File: config.mk
export PLATFORM = sky130hd
export DESIGN_NAME = universal_shift_reg
export DESIGN_NICKNAME = d
export VERILOG_FILES = /design/src/rtl/universal_shift_reg.sv
export SDC_FILE = /design/constraint.sdc
export NUM_CORES = 1
export LEC_CHECK = 0
export BUFFER_PORTS_ARGS = -buffer_cell sky130_fd_sc_hd__buf_2
export CAP_MARGIN = 20
export CORE_MARGIN = 5
export CORE_UTILIZATION = 35
export CTS_BUF_LIST = sky130_fd_sc_hd__clkbuf_4 sky130_fd_sc_hd__clkbuf_8
export CTS_CLUSTER_DIAMETER = 80
export DETAILED_ROUTE_END_ITERATION = 6
export SLEW_MARGIN = 20
export SYNTH_ARGS = -nofsm -noshare
export SYNTH_HDL_FRONTEND = slang
export SYNTH_SLANG_ARGS = --single-unit
File: constraint.sdc
create_clock -name clk -period 2.7 [get_ports clk]
set_input_delay 0 -clock clk [delete_from_list [all_inputs] [get_ports clk]]
set_output_delay 0 -clock clk [all_outputs]
set_load 0.005 [all_outputs]
File: src/rtl/universal_shift_reg.sv
// universal_shift_reg: multi-mode shift/rotate/load register with saturating shift counter
module universal_shift_reg #(
    parameter int WIDTH = 8,
    localparam int CW = $clog2(WIDTH + 1)
) (
    input  logic             clk,
    input  logic             reset,
    input  logic             en,
    input  logic [2:0]       mode,
    input  logic [WIDTH-1:0] d,
    input  logic             ser_in_l,
    input  logic             ser_in_r,
    output logic [WIDTH-1:0] q,
    output logic             ser_out_l,
    output logic             ser_out_r,
    output logic [CW-1:0]    shift_cnt,
    output logic             drained
);
    localparam logic [CW-1:0] FULL = CW'(WIDTH);

    logic [WIDTH-1:0] q_nxt;
    logic [CW-1:0]    cnt_nxt;
    logic             is_shift;
    logic             is_reload;

    assign ser_out_l = q[WIDTH-1];
    assign ser_out_r = q[0];

    // next register value and shift count for the selected mode
    always_comb begin
        q_nxt = q;
        case (mode)
            3'b001: q_nxt = {q[WIDTH-2:0], ser_in_l};
            3'b010: q_nxt = {ser_in_r, q[WIDTH-1:1]};
            3'b011: q_nxt = {q[WIDTH-2:0], q[WIDTH-1]};
            3'b100: q_nxt = {q[0], q[WIDTH-1:1]};
            3'b101: q_nxt = d;
            3'b110: q_nxt = {q[WIDTH-1], q[WIDTH-1:1]};
            3'b111: q_nxt = '0;
            default: q_nxt = q;
        endcase
        is_shift  = mode inside {3'b001, 3'b010, 3'b011, 3'b100, 3'b110};
        is_reload = mode inside {3'b101, 3'b111};
        cnt_nxt   = is_reload ? '0 :
                    (is_shift && shift_cnt != FULL) ? shift_cnt + CW'(1) : shift_cnt;
    end

    // state update; drained tracks the count it is registered alongside
    always_ff @(posedge clk or posedge reset) begin
        if (reset) begin
            q         <= '0;
            shift_cnt <= '0;
            drained   <= 1'b0;
        end else if (en) begin
            q         <= q_nxt;
            shift_cnt <= cnt_nxt;
            drained   <= (cnt_nxt == FULL);
        end
    end
endmodule

## Word-level counts from Yosys, hierarchy flattened

Index checks and enable logic that the tools add are counted.

- Flip-flop bits (word level): 13
- Bits of input ports: 16
- Output and inout bits: 15
- Word-level logic and storage cells: 25

- Add/sub/neg operators: 1
- Equality and inequality tests: 9
- Muxes and demuxes: 3
- Bitwise gates (word level): 1
- Reduce and logical (&&, ||, !) cells: 7

Operators by type and width:

| operator | count |
|---|---|
| case mux 8 bit (7 select lines) | 1 |
| == test 3 bit (second input constant) | 4 |
| 2-to-1 mux 4 bit | 2 |
| nonzero test 7 bit | 1 |
| == test 3 x 2 -> 1 bit (second input constant) | 2 |
| nonzero test 6 bit | 1 |
| nonzero test 5 bit | 1 |
| adder 4 x 1 -> 4 bit (second input constant) | 1 |
| == test 4 bit (second input constant) | 1 |
| inequality test 4 bit (second input constant) | 1 |
| == test 3 x 1 -> 1 bit (second input constant) | 1 |
| AND reduction 3 bit | 1 |
| AND reduction 2 bit | 1 |
| nonzero test 2 bit | 1 |
| logical AND 1 bit | 1 |
| inverter 1 bit | 1 |

## Depth between registers and ports, before layout

Gate-level depths: netlist (run 1).

- Word-level depth: 6
- Gate-level depth with buffers: 6

## Worst setup path after synthesis (run 1)

No wires, ideal clock.

- Path type: register -> register
- Start point: register shift_cnt[0]
- End point: register drained
- Setup time: 0.130 ns
- Arrival time: 1.187 ns
- Data required time: 2.570 ns
- Setup slack: 1.383 ns
- Cell stages (with the launch flop): 7
- Path buffers: 0
- Period minus slack after synthesis: 1.317 ns
- Cell sequence: dfrtp_1 inv_1 ha_1 nand2_1 o21ai_2 mux2i_1 o32ai_2

- Word-level cells in the longest chain between the ends: 5
- Elaborated cells on any way between the ends: 6
- Classes of those cells: add/sub (1); eq/ne (2); mux (2); reduce/logical (1)

Ends and longest elaborated chain:

| item | line | RTL |
|---|---|---|
| from (decl) | 16 | `output logic [CW-1:0] shift_cnt,` |
| from (signal assigned) | 56 | `shift_cnt <= cnt_nxt;` |
| branches (longest 2 deep; another with adder 4 x 1 -> 4 bit) | n/a |  |
| 2-to-1 mux 4 bit * | 45 | `(is_shift && shift_cnt != FULL) ? shift_cnt + CW'(1) : shift_cnt;` |
| 2-to-1 mux 4 bit * | 44 | `cnt_nxt = is_reload ? '0 :` |
| == test 4 bit * | 57 | `drained <= (cnt_nxt == FULL);` |
| to (signal assigned) | 57 |  |
| to (decl) | 17 | `output logic drained` |

Every way passes the cells marked *.
A chain may end at the register's enable or synchronous reset.

## Final worst setup path (run 1)

Ends and elaborated chain as after synthesis.

==> results of run 1 <==
[placed cells by master (no fill, tap or decap), drive strengths merged, types with 2 or more instances in the layout]
| cell | netlist | final |
|---|---|---|
| buf | 9 | 31 |
| o21ai | 15 | 15 |
| dfrtp | 13 | 13 |
| nand2 | 11 | 11 |
| a221oi | 7 | 7 |
| inv | 7 | 7 |
| nor2 | 6 | 6 |
| a22o | 4 | 4 |
| nor3b | 4 | 4 |
| clkbuf | 0 | 4 |
| mux2i | 3 | 3 |
| nor2b | 2 | 2 |
| a21oi | 2 | 2 |
| nor3 | 2 | 2 |
| and3 | 2 | 2 |
| nand4 | 2 | 2 |
| mux2 | 2 | 2 |
| ha | 2 | 2 |
[worst min path at each step]
| stage | to | slack, ns | cells past startpoint |
|---|---|---|---|
| global route | drained | 0.04 | 2 |
| detailed placement | shift_cnt[1] | 0.07 | 2 |
| CTS | drained | 0.02 | 2 |
| floorplan | drained | -0.12 | 1 |
| global placement | shift_cnt[0] | 0.07 | 2 |
| finish | drained | 0.02 | 2 |
[critical path, delay by kind of cell (launching register included)]
kind | cells | cell delay [ns]
AO/OA/AOI/OAI | 2 | 0.26
adder cells (fa/ha/maj) | 1 | 0.15
buffers and inverters | 1 | 0.12
flip-flops | 1 | 0.42
multiplexers | 1 | 0.25
AND/OR/NAND/NOR | 1 | 0.09
[routing by layer]
| layer | GRT usage | up-vias |
|---|---|---|
| met5 | 0 | - |
| met4 | 0.05573 | 0 |
| met3 | 0.02516 | 2 |
| met2 | 0.1918 | 27 |
| met1 | 0.1844 | 405 |
| li1 | - | 440 |
[report_power, final]
group | internal, mW | total, mW | switching, mW
registers | 0.238 | 0.297 | 0.0594
clock network | 0.0672 | 0.132 | 0.0649
logic | 0.116 | 0.232 | 0.115
[flip-flops by register name (all words and copies together), names as in the netlist]
signal / count
drained: 1
shift_cnt: 4
q: 8
[cell type report]
class / instances / share of cell area
inverter: 7 / 0.02417
sequential: 13 / 0.2992
timing repair buffer: 32 / 0.1542
clock buffer: 4 / 0.02762
tap: 30 / 0.03452
multi-input combinational: 75 / 0.4603
[per-stage QoR]
step                      cells    util  power (mW)  hold WS, ns
after floorplan             104       -      0.4506      -0.1230
after global placement      156  0.4227      0.5322      0.07444
after detailed placement    156  0.4227      0.5366      0.07080
after CTS                   161  0.4389      0.6721      0.01842
after global routing        161  0.4389      0.7188      0.03650
final                       161  0.4389      0.6611      0.02148
[kinds of logic after synthesis]
kind of cell	after synthesis
AOI/OAI and AO/OA	35
xor gates and xnor gates	1
adders and majority gates	2
buffers and inverters	16
DFF	13
muxes	5
and+or+nand+nor	32
==> flow_summary.toml, run 1 <==
[logic_synthesis]
synth.avg_cell_area_sq_um = 8.782
ys_warn_count = 0
synth_nets = 122
synth_commonest_cells = "dfrtp_1, o21ai_0, nand2_1"
synth-edff-count = 0
yosysSeqAreaShare = 0.3562
yosysTopAreaCell = "dfrtp_1"
synthTopCellsByArea = "dfrtp_1, o21ai_0, a221oi_1, nand2_1, a22o_1"
syn_inst = 104
synth_top_cell_area_share = 0.3562
muxShareOfSynthArea = 0.05753
synth_compound_area_frac = 0.2712
synth_top_family_by_area = "compound AO/OA/AOI/OAI gates"
synthAdderAreaFrac = 0.02740
synthDistinctLibCells = 33
netlist_area_sq_um = 913.4
ys_ff_latch = 13
synth-xor-area-share = 0.009589
ys.flop_type = "dfrtp_1"
synth-simple-area-share = 0.1822
synthArstFlopShare = 1.000

[critical_path]
end_kind = "flop"
endpoint = "drained"
rrSetupSlack_ns = 1.29
crit_type = "reg -> reg"
r2r-start = "shift_cnt[0]"
crit_path_max_incr_delay_ns = 0.42
reg2reg_to = "drained"
arrival_ns = 1.56
path_cells = "inv_1 -> ha_1 -> nand2_1 -> o21ai_2 -> mux2i_1 -> o32ai_2"
ff2ff_path_depth = 6
slowest_stage = "dfrtp_1"
cp.required_ns = 2.86
startpoint = "shift_cnt[0]"
startpoint_type = "flop"
cp_max_fo = 6

[sta]
setup_viol = 0
max_freq_mhz = 710.3
tns_ns = 0
maxSlewViolCount = 0
fin_crit_sh = 0.5215
finalHoldViolations = 0
rsz0062_at_grt = "no"
fin_ws_ns = 1.292
fin_crit_ns = 1.408
skew_ns = 0.0009136
relSlewSlack = 0.6553
worst_slew_pin_slew_ns = 0.5164

[global_routing]
grt_use_total = 0.1299
grt_pass1_vias = 761
grt_max_degree = 24
grt_pass1_wl_microns = 3581
grt_remaining_overflow = 0
antenna_found_initial = 0

[final_layout]
insertedDiodeCount = 0
nets = 150
fill_cells = 269
postLayoutCellArea_sq_um = 1087
layout-drive-gt1-share = 0.3130
multi_input_area_sq_um = 500.5
seqCellArea_sq_um = 325.3
syn2layout_area_growth_pct = 19.04

[routing]
vias = 874
wl_per_cell_microns = 13.98
drt_iter0_drc = 32
wl_met2_microns = 1051
topRoutingLayerUsed = "met4"
met1_length_microns = 1009
wl_microns = 2250
drt-pass1-iter-count = 4
viasPerCell = 5.429
drtAntennaViolNets = 0
drc_errors = 0
dr_wl_met3_microns = 170

[die]
die_w_microns = 61.09
core_region_area_sq_um = 2477
io_pins = 31
fp-row-count = 18
dieArea_sq_um = 3731
start_util = 0.3687
die_h_microns = 61.09

[clock_tree]
cts_max_level = 1
cts_hold_buf = 1
cts_setup_buffers = 0
worstSkewPairLatency_ns = 0.27
clk_path_buf_depth = 2
clk_pin_slew_ns = 0.08
cts_buffers = 3
cts_sinks = 13
root_buffer = "clkbuf_4"
cts_tree = "yes"
cts_resized = 0

[placement]
dp_slack_ns = 1.287
place.gp.congestion = 0.8345
placed_cell_area_sq_um = 1047
io_buffers = 30
dp_hpwl_microns = 1696

[power]
irDropWorstVdd_mv = 0.3337
powerDensity_nw_per_um2 = 608.0
leakage_nw = 0.5205

[status]
status = "complete, no violations"

[worst_hold_path]
hold_class = "in -> reg"
hold_path.startpoint = "en"

[flow_run]
drv_cap = 0
Note: power is estimated with default switching activity, not from simulation.
==> run 2: changes to the inputs <==
--- a/config.mk
+++ b/config.mk
@@ -5,6 +5,7 @@
 export SDC_FILE = /design/constraint.sdc
 export NUM_CORES = 1
 export LEC_CHECK = 0
+export ABC_AREA = 1
 export BUFFER_PORTS_ARGS = -buffer_cell sky130_fd_sc_hd__buf_2
 export CAP_MARGIN = 20
 export CORE_MARGIN = 5
==> constraint.sdc (replaced) <==
create_clock -name clk -period 1.3 [get_ports clk]
set_input_delay 0 -clock clk [delete_from_list [all_inputs] [get_ports clk]]
set_output_delay 0 -clock clk [all_outputs]
set_load 0.005 [all_outputs]
==> run 2 against run 1 <==
Synthesized area is 7.8% lower. Maximum frequency rose by 9.4%. Die area is 6.6% lower. Critical path type unchanged. Critical endpoint unchanged. Largest cell class unchanged.
==> flow_summary.toml, run 2 <==
[die]
io_pins = 31
start_util = 0.3735
die_h_microns = 59.05
fp-row-count = 17
core_region_area_sq_um = 2255
dieArea_sq_um = 3487
die_w_microns = 59.05

[final_layout]
finish.utilization = 0.5022
layout-drive-gt1-share = 0.3595
insertedDiodeCount = 0
nets = 172
largest_reg_flops = 8
mostFrequentLayoutCell = "buf_2"
top_register = "q"
final_cell_mix = "buf_2, nand2_1, inv_1"
largest_registers = "q (8), shift_cnt (4), drained (1)"
syn2layout_area_growth_pct = 34.47

[clock_tree]
clk_path_buf_depth = 2
cts_tree = "yes"
cts_sinks = 13
cts_setup_buffers = 0
worstSkewPairLatency_ns = 0.27
cts_buffers = 3
root_buffer = "clkbuf_4"
clk_pin_slew_ns = 0.08
cts_max_level = 1

[critical_path]
slowest_stage = "dfrtp_1"
critPathBufInv = 1
arrival_ns = 1.50
path_common_cell = "nand2_1"
cp.required_ns = 1.52
path_cells = "inv_2 -> ha_4 -> nand3_4 -> nand2_2 -> nor2_2 -> nand2_1 -> a21oi_2 -> nand3_1 -> nand2_1"
critical_path.top_delay_family = "simple AND/OR/NAND/NOR gates"
end_kind = "flop"
crit_type = "reg -> reg"
crit_path_max_incr_delay_ns = 0.36
cp_max_fo = 3
startpoint_type = "flop"

[sta]
worst_slew_pin_slew_ns = 0.6564
relSlewSlack = 0.5578
hold-worst-slack_ns = 0.03901
finalHoldViolations = 0
setup_viol = 0
max_freq_mhz = 777.2
skew_ns = 0.0007183
fin_crit_sh = 0.9898
rsz0062_at_grt = "yes"
maxSlewViolCount = 0
fin_crit_ns = 1.287

[logic_synthesis]
synth_top_family_by_area = "simple AND/OR/NAND/NOR gates"
synth_compound_area_frac = 0.2125
synth_commonest_cells = "nand2_1, inv_1, dfrtp_1"
yosysTopAreaCell = "dfrtp_1"
ys_ff_latch = 13
synth-xor-area-share = 0
synthDistinctLibCells = 20
muxShareOfSynthArea = 0
synth-edff-count = 0
synth-simple-area-share = 0.2675
synth_top_cell_area_share = 0.3863
synthArstFlopShare = 1.000
ys_warn_count = 0
netlist_area_sq_um = 842.1
yosysMostFrequentCell = "nand2_1"
syn_inst = 117
synth_nets = 135
yosysSeqAreaShare = 0.3863
synthTopCellsByArea = "dfrtp_1, nand2_1, inv_1, o21ai_0, a21oi_1"
synthAdderAreaFrac = 0.02972
synth.avg_cell_area_sq_um = 7.197
ys.flop_type = "dfrtp_1"

[global_routing]
grt_pass1_wl_microns = 3594
grt_max_degree = 15
grt_remaining_overflow = 0
grt_pass1_vias = 905
grt_use_total = 0.1327
antenna_found_initial = 0

[placement]
place.gp.congestion = 0.8363
io_buffers = 30
dp_hpwl_microns = 1691

[routing]
viasPerCell = 4.983
drt_iter0_drc = 26
drt-pass1-iter-count = 4
drc_errors = 0
wl_per_cell_microns = 12.25
wl_microns = 2218
vias = 902
drtAntennaViolNets = 0

[power]
powerDensity_nw_per_um2 = 1192
irDropWorstVdd_mv = 0.5825
leakage_nw = 0.5821

[flow_run]
drv_cap = 0

[status]
status = "complete, no violations"

[worst_hold_path]
hold_class = "in -> reg"
run 2: path summary, 6_finish.rpt:
| path | startpoint | cells after the start | slack, ns | to |
|---|---|---|---|---|
| setup / recovery | shift_cnt[0] | 9 | 0.01 | drained |
| hold / removal | ser_in_l | 3 | 0.04 | q[0] |
| setup reg to reg | shift_cnt[0] | 9 | 0.01 | drained |
| hold reg to reg | drained | 2 | 0.50 | drained |
| max in group asynchronous | reset | 3 | 0.66 | shift_cnt[2] |
| min in group asynchronous | reset | 3 | 0.30 | q[4] |
run 2: timing repair:
action	in CTS	in global routing
setup endpoints to repair	2	5
pin swaps	3	2
gates resized for setup	1	7
endpoints found under the hold margin	13	0
hold buffers	1	0
run 2: layout make-up:
type,count,area [sq um]
Sequential cell,13,325.3
Clock buffer,4,30.03
Timing Repair Buffer,36,197.7
Tap cell,28,35.03
Inverter,17,63.81
Multi-Input combinational cell,83,480.5
Fill cell,254,1122
run 2: per-stage QoR:
stage                     setup WS [ns]  instance area, sq um  cells  setup TNS (ns)  total power [mW]
after floorplan                0.001962                 860.8    117               0            0.8226
after global placement        -0.007789                  1060    176       -0.007789             1.030
after detailed placement       -0.03843                  1060    176        -0.06046             1.035
after CTS                     -0.001317                  1107    181       -0.001317             1.328
after global routing           -0.08788                  1132    181         -0.1713             1.462
final                           0.01325                  1132    181               0             1.350
run 2: report_power, final:
group	internal (mW)	switching [mW]	leakage, nW	total (mW)
sequential	0.478	0.0606	0.157	0.539
clock	0.140	0.131	0.0184	0.271
combinational	0.243	0.298	0.406	0.541
run 2: worst reg2reg max path, delay by kind of cell, from the launching register on:
| family | cells | cell delay (ns) |
|---|---|---|
| fa+ha+maj | 1 | 0.16 |
| flops | 1 | 0.36 |
| compound gates | 1 | 0.14 |
| buf+inv | 1 | 0.06 |
| simple gates | 6 | 0.50 |
run 2: per-layer routing:
layer  track usage  wire [microns]  vias to the layer above
met1        0.1520             973                      413
met5             0               0                        -
met4       0.06149              31                        0
li1              -               -                      464
met3       0.02832              86                        4
met2        0.2334            1127                       21
run 2: cell families after synthesis:
family                   Yosys count
AO/OA/AOI/OAI                     31
AND/OR/NAND/NOR                   50
adder cells (fa/ha/maj)            2
flip-flops                        13
buffers and inverters             21
==> run 3: changes to the inputs <==
==> constraint.sdc (replaced) <==
create_clock -name clk -period 1.3 [get_ports clk]
set_input_delay 0.065 -clock clk [delete_from_list [all_inputs] [get_ports clk]]
set_output_delay 0.065 -clock clk [all_outputs]
set_load 0.005 [all_outputs]
==> run 3 against run 2 <==
First-iteration DRC count is 19% lower. Register-to-register slack about the same. Clock skew up 0.0060 ns. Sequential power hardly changed. Via count decreased by 0.55%. Critical endpoint is now shift_cnt[2]. Highest routed layer unchanged.
==> flow_summary.toml, run 3 (synthesized netlist as in run 2, its figures left out) <==
[global_routing]
grt_remaining_overflow = 0
grt_pass1_vias = 911
grt_use_total = 0.1404
grt_max_degree = 15
antenna_found_initial = 0
grt_pass1_wl_microns = 3877

[sta]
max_freq_mhz = 771.9
hold-worst-slack_ns = 0.09368
fin_crit_sh = 0.9965
maxSlewViolCount = 0
worst_slew_pin_slew_ns = 0.6455
finalHoldViolations = 0
skew_ns = 0.006682
setup_viol = 0
fin_crit_ns = 1.295
rsz0062_at_grt = "yes"
relSlewSlack = 0.5651
fin_ws_ns = 0.004505

[worst_hold_path]
hold_class = "in -> reg"
min_to = "shift_cnt[2]"
hold_path.startpoint = "en"
hold_depth = 2

[final_layout]
layout-drive-gt1-share = 0.4000
postLayoutCellArea_sq_um = 1184
top_register = "q"
final_cell_mix = "buf_2, nand2_1, inv_1"
largest_reg_flops = 8
mostFrequentLayoutCell = "buf_2"
insertedDiodeCount = 0
syn2layout_area_growth_pct = 40.57
largest_registers = "q (8), shift_cnt (4), drained (1)"
nets = 174

[die]
start_util = 0.3735
fp-row-count = 17
dieArea_sq_um = 3487
die_w_microns = 59.05
io_pins = 31
die_h_microns = 59.05
core_region_area_sq_um = 2255

[critical_path]
end_kind = "flop"
r2r-start = "shift_cnt[0]"
startpoint_type = "flop"
arrival_ns = 1.46
crit_type = "reg -> reg"
cp_max_fo = 3
rrSetupSlack_ns = 0.005
reg2reg_to = "shift_cnt[2]"
cp.required_ns = 1.46
ff2ff_path_depth = 10

[routing]
wl_per_cell_microns = 11.95
drt_iter0_drc = 21
drc_errors = 0
wl_microns = 2187
vias = 897
viasPerCell = 4.902
drt-pass1-iter-count = 3
drtAntennaViolNets = 0

[power]
intPower_mw = 0.9058
p_total_mw = 1.416
leakage_nw = 0.5994
swShare = 0.3602
powerDensity_nw_per_um2 = 1196
irDropWorstVdd_mv = 0.6586
comb_power_share = 0.430
clockPowerShare = 0.188
p_sw_mw = 0.5100
p_seq_frac = 0.382

[flow_run]
drv_cap = 0

[placement]
dp_slack_ns = -0.03886
place.gp.congestion = 0.8698
io_buffers = 30
placed_cell_area_sq_um = 1060
dp_hpwl_microns = 1717

[clock_tree]
cts_sinks = 13
cts_tree = "yes"
cts_max_level = 1
worstSkewPairLatency_ns = 0.27
root_buffer = "clkbuf_4"
clk_path_buf_depth = 2
cts_buffers = 3
clk_pin_slew_ns = 0.08

[status]
status = "complete, no violations"
-- run 3: area by class of cell --
type | count | area, sq um
Fill cell | 229 | 1071
Tap cell | 28 | 35.03
Sequential cell | 13 | 325.3
Multi-Input combinational cell | 83 | 513.0
Inverter | 17 | 63.81
Clock buffer | 4 | 30.03
Timing Repair Buffer | 38 | 216.5
-- run 3: how the worst max path moves through the flow --
stage,slack (ns),start,cells after the start,to
finish,0.005,shift_cnt[0],10,shift_cnt[2]
detailed placement,-0.04,mode[2],5,q[2]
floorplan,0.002,shift_cnt[0],9,drained
CTS,-0.01,shift_cnt[0],9,drained
global route,-0.11,shift_cnt[0],10,drained
global placement,-0.02,shift_cnt[0],8,drained
-- run 3: critical path, cell delays in order, from the launching register on --
cell and delay (ns):
dfrtp_1 0.40, inv_2 0.08, ha_4 0.14, nand3_4 0.11
nand3_2 0.09, nand2_1 0.06, inv_2 0.06, nor2_2 0.04
buf_4 0.12, nand2_1 0.04, o21ai_1 0.05
-- run 3: routing by layer --
metal  share of wire  GRT usage
met1            0.44     0.1800
met4          0.0069    0.05178
met5               0          0
met3           0.039    0.03050
met2            0.51     0.2303
-- run 3: through the flow --
stage | cells | utilization | setup TNS, ns
finish | 183 | 0.5250 | 0
global route | 183 | 0.5250 | -0.2320
global placement | 176 | 0.4700 | -0.02297
floorplan | 117 | - | 0
CTS | 181 | 0.5033 | -0.009800
detailed placement | 176 | 0.4700 | -0.1215
-- run 3: repair_timing --
action	in CTS	in global routing
endpoints found under the setup margin	1	5
hold endpoints to repair	13	0
gates resized for setup	9	12
hold buffers	1	0
cloned	0	0
pin swaps	7	7
buffers inserted	0	2
-- run 3: power by group through the flow --
stage / logic [mW] / registers (mW) / clock network, mW
final: 0.609 / 0.541 / 0.266
after global routing: 0.684 / 0.556 / 0.306
after CTS: 0.538 / 0.541 / 0.284
after detailed placement: 0.492 / 0.544 / 0
after global placement: 0.485 / 0.542 / 0
after floorplan: 0.262 / 0.561 / 0
